$ cat src/rtl/reg_decoder_seq.sv
// reg_decoder_seq: registered SEL_W-to-NUM_OUT one-hot decoder with DIRECT and SCAN modes.
// Define DECODER_RANGE_CHECK_EN to enable the sticky out-of-range err flag (err tied low otherwise).
module reg_decoder_seq #(
   parameter int SEL_W   = 3,
   parameter int NUM_OUT = 8
) (
   input  logic               clk,
   input  logic               reset,
   input  logic               en,
   input  logic               clear,
   input  logic               in_valid,
   output logic               in_ready,
   input  logic [SEL_W-1:0]   sel,
   input  logic               scan_start,
   output logic [NUM_OUT-1:0] o,
   output logic               out_valid,
   output logic               scan_done,
   output logic               err
);

   typedef enum logic {IDLE = 1'b0, SCAN = 1'b1} state_t;

   // Scan terminates on an explicit compare so NUM_OUT need not be a power of two.
   localparam logic [SEL_W-1:0] LAST_IDX = SEL_W'(NUM_OUT - 1);

   state_t             state, state_nxt;
   logic [SEL_W-1:0]   cnt, cnt_nxt;
   logic [NUM_OUT-1:0] o_nxt;
   logic               vld_nxt;
   logic               done_nxt;

   function automatic logic [NUM_OUT-1:0] decode(input logic [SEL_W-1:0] idx);
      logic [NUM_OUT-1:0] d;
      for (int i = 0; i < NUM_OUT; i++) d[i] = (int'(idx) == i);
      return d;
   endfunction

   assign in_ready = (state == IDLE) && !scan_start;

   always_comb begin
      state_nxt = state;
      cnt_nxt   = cnt;
      o_nxt     = o;
      vld_nxt   = 1'b0;
      done_nxt  = 1'b0;
      unique case (state)
         IDLE: begin
            if (scan_start) begin
               state_nxt = SCAN;
               cnt_nxt   = '0;
            end else if (in_valid) begin
               o_nxt   = decode(sel);
               vld_nxt = 1'b1;
            end
         end
         SCAN: begin
            if (en) begin
               o_nxt   = decode(cnt);
               vld_nxt = 1'b1;
               if (cnt == LAST_IDX) begin
                  cnt_nxt   = '0;
                  done_nxt  = 1'b1;
                  state_nxt = IDLE;
               end else begin
                  cnt_nxt = cnt + SEL_W'(1);
               end
            end
         end
         default: state_nxt = IDLE;
      endcase
      // A step taken during clear still advances cnt/state but never reaches o.
      if (clear) begin
         o_nxt   = '0;
         vld_nxt = 1'b0;
      end
   end

   // Output register stage
   always_ff @(posedge clk) begin
      if (reset) begin
         state     <= IDLE;
         cnt       <= '0;
         o         <= '0;
         out_valid <= 1'b0;
         scan_done <= 1'b0;
      end else begin
         state     <= state_nxt;
         cnt       <= cnt_nxt;
         o         <= o_nxt;
         out_valid <= vld_nxt;
         scan_done <= done_nxt;
      end
   end

`ifdef DECODER_RANGE_CHECK_EN
   logic err_q;

   always_ff @(posedge clk) begin
      if (reset || clear) begin
         err_q <= 1'b0;
      end else if (in_valid && in_ready && (int'(sel) >= NUM_OUT)) begin
         err_q <= 1'b1;
      end
   end

   assign err = err_q;
`else
   assign err = 1'b0;
`endif

endmodule

$ cat config.mk
export PLATFORM = sky130hd
export DESIGN_NAME = reg_decoder_seq
export DESIGN_NICKNAME = d
export VERILOG_FILES = /design/src/rtl/reg_decoder_seq.sv
export SDC_FILE = /design/constraint.sdc
export NUM_CORES = 1
export LEC_CHECK = 0
export CORE_MARGIN = 1
export CORE_UTILIZATION = 30
export DETAILED_ROUTE_END_ITERATION = 8
export GPL_ROUTABILITY_DRIVEN = 0
export PLACE_DENSITY = 0.54
export SKIP_CTS_REPAIR_TIMING = 1
export SLEW_MARGIN = 20
export SYNTH_ARGS = -nofsm -noshare
export SYNTH_HDL_FRONTEND = slang
export SYNTH_SLANG_ARGS = --single-unit
$ cat constraint.sdc
create_clock -name clk -period 1.8 [get_ports clk]
set_clock_uncertainty 0.05 [all_clocks]
set_input_delay 0.36 -clock clk [delete_from_list [all_inputs] [get_ports clk]]
set_output_delay 0.36 -clock clk [all_outputs]
set_load 0.01 [all_outputs]
# Word level (Yosys, flattened, before mapping)
# Cells that the tools add are included.
[word_totals]
register_bits = 14
wordCells = 52
input_bits = 9
out_inout_bits = 12
[op_classes]
muxes = 17
n_reduce_logical = 8
eq_ne = 19
bitwise = 2
add_sub_neg = 1
[ops]
columns = ["operator", "n"]
rows = [
  ["equality test 3 bit (second input constant)", 9],
  ["2-to-1 mux 8 bit", 3],
  ["one-hot mux 8 bit (2 select lines)", 1],
  ["equality test 3 x 2 -> 1 bit (second input constant)", 4],
  ["2-to-1 mux 3 bit", 3],
  ["!= test 2 bit (second input constant)", 4],
  ["2-to-1 mux 1 bit", 7],
  ["equality test 3 x 1 -> 1 bit (second input constant)", 2],
  ["zero test 3 bit", 2],
  ["one-hot mux 3 bit (2 select lines)", 1],
  ["one-hot mux 1 bit (2 select lines)", 2],
  ["adder 3 x 1 -> 3 bit (second input constant)", 1],
  ["AND reduction 3 bit", 1],
  ["OR reduction 3 bit", 1],
  ["inverter 1 bit", 2],
  ["AND reduction 2 bit", 1],
  ["OR reduction 2 bit", 1],
  ["logical AND 1 bit", 1],
  ["zero test 1 bit", 1],
]

# Logic depth before layout (Yosys ltp)
# Gate-level depths: netlist (run 1).
[depth]
depth_word = 4
ltp_mapped = 5
mapped_depth_nobuf = 5

# Worst setup path after synthesis (run 1)
# No wires, ideal clock.
[synth_path]
kind = "input to register"
start = "input scan_start"
end = "register o[0]"
setup_time_ps = 67
path_buffers = 1
required_time_ps = 1683
setup_slack_ps = 483
cell_stages = 4
t_arrival_ps = 1200
path_cell_list = "or3b_1 -> buf_2 -> a22o_1 -> a21oi_2"
[synth_via]
elab_chain_len = 2
[synth_lines]
columns = ["element", "line_no", "text"]
rows = [
  ["start: declaration", "14", "input logic scan_start,"],
  ["!= test 2 bit (no source line)", "--", ""],
  ["AND reduction 3 bit (no source line)", "--", ""],
  ["end signal: assignment", "89", "o <= o_nxt;"],
  ["end: declaration", "15", "output logic [NUM_OUT-1:0] o,"],
]
# Every way passes these cells.
# A chain may end at the register's enable or synchronous reset.

# Worst setup path in the final report (run 1)
[layout_path]
start = "register o[3]"
end = "output o[3]"
# No word-level cell between the ends.

==> results of run 1 <==
==> per-layer routing <==
metal | vias up | global-route usage [%]
met1 | 318 | 17.95
met2 | 11 | 24.00
met5 | - | 0
met4 | 0 | 6.944
met3 | 2 | 3.030
li1 | 345 | -
==> final cells by class <==
class / instances / area (um^2)
tap: 28 / 35.03
clock buffer: 4 / 36.28
multi-input combinational: 57 / 389.1
fill: 231 / 1219
timing repair buffer: 26 / 245.2
inverter: 2 / 7.507
sequential: 14 / 280.3
==> through the flow <==
step	area [um^2]	cells	util, %	hold slack, ns	TNS [ns]
finish	993.5	131	44.91	0.4181	0
global route	993.5	131	44.91	0.4314	0
CTS	991.0	131	44.80	0.4201	-0.09179
detailed placement	954.7	127	43.16	0.4078	-0.1504
global placement	954.7	127	43.16	0.4014	-0.07904
floorplan	706.9	79	-	0.3791	0
==> power groups by stage <==
stage               sequential, W  clock [W]  combinational (W)
global placement         0.000329          0          0.0000955
floorplan                0.000328          0          0.0000488
finish                   0.000322   0.000232          0.0000978
detailed placement       0.000329          0          0.0000987
global route             0.000323   0.000256           0.000107
CTS                      0.000322   0.000241          0.0000989
==> state kept, by name, indices dropped and copies added, names as in the netlist <==
| register | flops |
|---|---|
| scan_done | 1 |
| out_valid | 1 |
| o | 8 |
| cnt | 3 |
| state | 1 |
==> cell usage in the layout (no fill, tap or decap), types with 3 or more instances in the layout <==
cell type,count
nor2_1,3
nand3_1,8
nor3b_1,4
o22ai_1,7
ha_1,3
and3b_1,4
buf_4,7
dfxtp_1,14
clkbuf_4,3
a21oi_1,9
clkdlybuf4s50_1,18
==> kinds of logic (layout without fill, tap and decap cells) <==
group	Yosys count	count (layout)	share of synthesized area (%)
other	1	1	0.5305
AO/OA/AOI/OAI	21	21	18.76
buffers and inverters	8	32	5.310
multiplexers	1	1	1.416
adder cells (fa/ha/maj)	3	3	5.310
AND/OR/NAND/NOR	31	31	29.03
flip-flops	14	14	39.65
==> final timing paths <==
path,start,to,slack (ns),depth (start not counted)
worst max-delay path,o[3],o[3],0.23,1
worst max register to register,cnt[0],cnt[0],0.38,4
worst min-delay path,o[6],o[6],0.42,2
worst min register to register,o[6],o[6],0.42,2
==> flow_summary.yaml, run 1 <==
global_route:
  grt_pass1_vias: 590
  grtUsageTotal_pct: 14.58
  grt_max_degree: 16
  overflow: 0
  grt_antenna_before_repair: 0
  grt_pass1_wl_um: 2732
critical_path:
  worstPathCellList: "clkdlybuf4s50_1"
  critPathRequiredTime_ns: 1.39
  end_kind: "primary output"
  arrival_ns: 1.16
  cp_num_buf_inv: 1
  worst_path_max_delay_cell: "clkdlybuf4s50_1"
  crit_family: "buffers and inverters"
  crit_fanout: 2
  path_class: "reg -> out"
  start_kind: "flip-flop"
  cpPeakStageDelay_ns: 0.54
sta:
  post-route-min-period_ns: 1.566
  finalHoldViolCount: 0
  fmax_mhz: 638.7
  layout_setup_ws_ns: 0.2344
  setup_viol_count_final: 0
  report.final.slew_viol_count: 0
  fin_crit_sh_pct: 86.98
  rsz0062_at_grt: "false"
yosys:
  synthTopCellsByArea: "dfxtp_1, a21oi_1, o22ai_1, nand3_1, ha_1"
  ys_warn_count: 0
  synth.largest_area_cell: "dfxtp_1"
  synth_edf_count: 0
  syn-num-nets: 91
  synth.most_common_cell: "dfxtp_1"
  ys.flop_type: "dfxtp_1"
  synthCells: 79
  synthArstFlopShare_pct: 0
  synth_area_um2: 706.9
  netlist.area_leader.share_pct: 39.65
  synth.distinct_cells: 28
  yosysSeqAreaShare_pct: 39.65
  synth_seq_cells: 14
  syn_avg_cell_area_um2: 8.948
  yosys-top-cells-count: "dfxtp_1, a21oi_1, nand3_1, o22ai_1"
cts:
  clkLatencyLatePin_ns: 0.28
  cts_tree: "done"
  htree_levels: 1
  cts_buffers: 3
  cts_buffer_depth: 2
  cts_sinks: 14
  root_buffer: "clkbuf_4"
  path_clk_slew_ns: 0.09
finish:
  diodes: 0
  synthToLayoutAreaGrowth_pct: 40.53
  drive_gt1_share_pct: 14.56
  nets: 116
run_status:
  status: "completed"
worst_hold_path:
  hp-class: "reg -> reg"
power_and_ir_drop:
  power_w: 0.0006514
  pwr-share-seq_pct: 49.4
  intPower_w: 0.0004895
  swShare_pct: 24.86
  p_comb_share_pct: 15.0
  p_sw_w: 0.0001619
  clkPwrFrac_pct: 35.6
  ir_worst_vdd_v: 0.0003599
  power.leakage_nw: 0.3760
  power_density_nw_per_um2: 655.7
route:
  wl_met2_um: 846
  initialDrtViolationCount: 9
  firstDrtPassIters: 4
  drc: 0
  wl_met1_um: 818
  drt-total-wl_um: 1728
  vias: 676
  route.met3.wl_um: 52
  post_drt_wl_per_cell_um: 13.19
  drt-vias-per-instance: 5.160
  top_layer: "met4"
  antenna_left: 0
placed_design:
  pre_cts_ws_ns: -0.07865
  portBuffers: 19
  hpwl_um: 1302
floorplanning:
  ios: 21
  initial_core_util_pct: 31.96
  die_y_um: 50.55
  die_w_um: 50.55
  placementRows: 17
  die-area_um2: 2555
  core_um2: 2212
job:
  maxCapViolCount: 0
(Power assumes the default switching activity.)
==> run 2: changes to the inputs <==
--- a/config.mk
+++ b/config.mk
@@ -6,10 +6,10 @@
 export NUM_CORES = 1
 export LEC_CHECK = 0
 export CORE_MARGIN = 1
-export CORE_UTILIZATION = 30
+export CORE_UTILIZATION = 40
 export DETAILED_ROUTE_END_ITERATION = 8
 export GPL_ROUTABILITY_DRIVEN = 0
-export PLACE_DENSITY = 0.54
+export PLACE_DENSITY = 0.69
 export SKIP_CTS_REPAIR_TIMING = 1
 export SLEW_MARGIN = 20
 export SYNTH_ARGS = -nofsm -noshare
==> flow_summary.yaml, run 2 (synthesis results as in run 1) <==
cts:
  cts_sinks: 14
  clkLatencyLatePin_ns: 0.29
  root_buffer: "clkbuf_4"
  cts_buffer_depth: 2
  path_clk_slew_ns: 0.10
  cts_tree: "done"
  htree_levels: 1
  cts_buffers: 3
critical_path:
  cp.depth: 1
  end_kind: "primary output"
  worstSetupStartpoint: "o[0]"
  crit_fanout: 2
  worstPathCellList: "clkdlybuf4s50_1"
  regToRegStartpoint: "state"
  reg2reg_setup_slack_ns: 0.36
  crit_end: "o[0]"
  path_class: "reg -> out"
  cpPeakStageDelay_ns: 0.53
  critPathRequiredTime_ns: 1.39
  arrival_ns: 1.16
  start_kind: "flip-flop"
  worst_path_max_delay_cell: "clkdlybuf4s50_1"
  crit_family: "buffers and inverters"
  reg2reg_to: "o[0]"
  cp_num_buf_inv: 1
  r2r_cells: 4
floorplanning:
  die_y_um: 44.04
  die_w_um: 44.04
  ios: 21
  die-area_um2: 1940
  placementRows: 14
  core_um2: 1577
  initial_core_util_pct: 44.84
finish:
  drive_gt1_share_pct: 13.73
  final_cell_mix: "clkdlybuf4s50_1, dfxtp_1, a21oi_1"
  diodes: 0
  nets: 115
  synthToLayoutAreaGrowth_pct: 37.35
  fin_cells: 118
  final_core_util_pct: 61.59
  largest_reg_flops: 8
  largest_register: "o"
  final_common_cell: "clkdlybuf4s50_1"
  largest_registers: "o (8), cnt (3)"
route:
  antenna_left: 0
  vias: 663
  drc: 0
  drt-vias-per-instance: 5.619
  initialDrtViolationCount: 9
  firstDrtPassIters: 6
  drt-total-wl_um: 1523
  post_drt_wl_per_cell_um: 12.91
placed_design:
  numPlacedInstances: 114
  hpwl_um: 1132
  portBuffers: 19
worst_hold_path:
  hp-class: "reg -> reg"
  min-delay-start: "o[5]"
sta:
  post-route-min-period_ns: 1.566
  finalHoldViolCount: 0
  tns_ns: 0
  rsz0062_at_grt: "false"
  fmax_mhz: 638.6
  hold_slack_ns: 0.4171
  setup_viol_count_final: 0
  report.final.slew_viol_count: 0
  fin_crit_sh_pct: 87.00
global_route:
  grt_pass1_wl_um: 2553
  grt_antenna_before_repair: 0
  grt_pass1_vias: 610
  overflow: 0
  grt_max_degree: 21
  grtUsageTotal_pct: 17.76
power_and_ir_drop:
  ir_worst_vdd_v: 0.0003477
  power_density_nw_per_um2: 666.5
  power.leakage_nw: 0.3712
  power_w: 0.0006471
run_status:
  status: "completed"
job:
  maxCapViolCount: 0
==> run 2: cell count changes in the layout (fill, tap and decap cells not counted), sizes merged <==
cell	change
buf	-1
==> run 2: worst min-delay path by stage <==
stage                     slack, ns  endpoint  cells after the start
after CTS                      0.42      o[2]                      2
after floorplan                0.38    cnt[0]                      1
final                          0.42      o[5]                      2
after global placement         0.40      o[7]                      2
after global routing           0.44      o[7]                      2
after detailed placement       0.41      o[2]                      2
==> run 2: per-layer routing <==
metal  share of wire [%]  GRT usage [%]
met1                  46          20.15
met2                  50          31.18
met3                 3.9          4.898
met4                   0          7.273
met5                   0              0
==> run 2: power breakdown <==
group	total, W	switching, W	internal (W)
clock network	0.000230	0.000107	0.000123
registers	0.000320	0.00000434	0.000315
logic	0.0000971	0.0000474	0.0000498
==> run 2: through the flow <==
| step | setup WS [ns] | area, um^2 |
|---|---|---|
| 3_5_place_dp | -0.06072 | 932.1 |
| 6_report | 0.2340 | 970.9 |
| 5_1_grt | 0.1811 | 970.9 |
| 2_1_floorplan | 0.4828 | 706.9 |
| 4_1_cts | -0.05998 | 968.4 |
| 3_3_place_gp | -0.05122 | 932.1 |
==> run 2: worst reg2reg max path, delay by kind of cell (launching register included) <==
| kind | cells | cell delay [ns] |
|---|---|---|
| buffers and inverters | 1 | 0.19 |
| AO/OA/AOI/OAI | 2 | 0.32 |
| flip-flops | 1 | 0.32 |
| AND/OR/NAND/NOR | 1 | 0.50 |
==> run 2: cell type report <==
cell class              count  area, um^2
inverters                   2       7.507
repair buffers             25       237.7
fillers                   143       605.6
well taps                  16       20.02
multi-input cells          57       389.1
clock buffers               4       36.28
flip-flops and latches     14       280.3
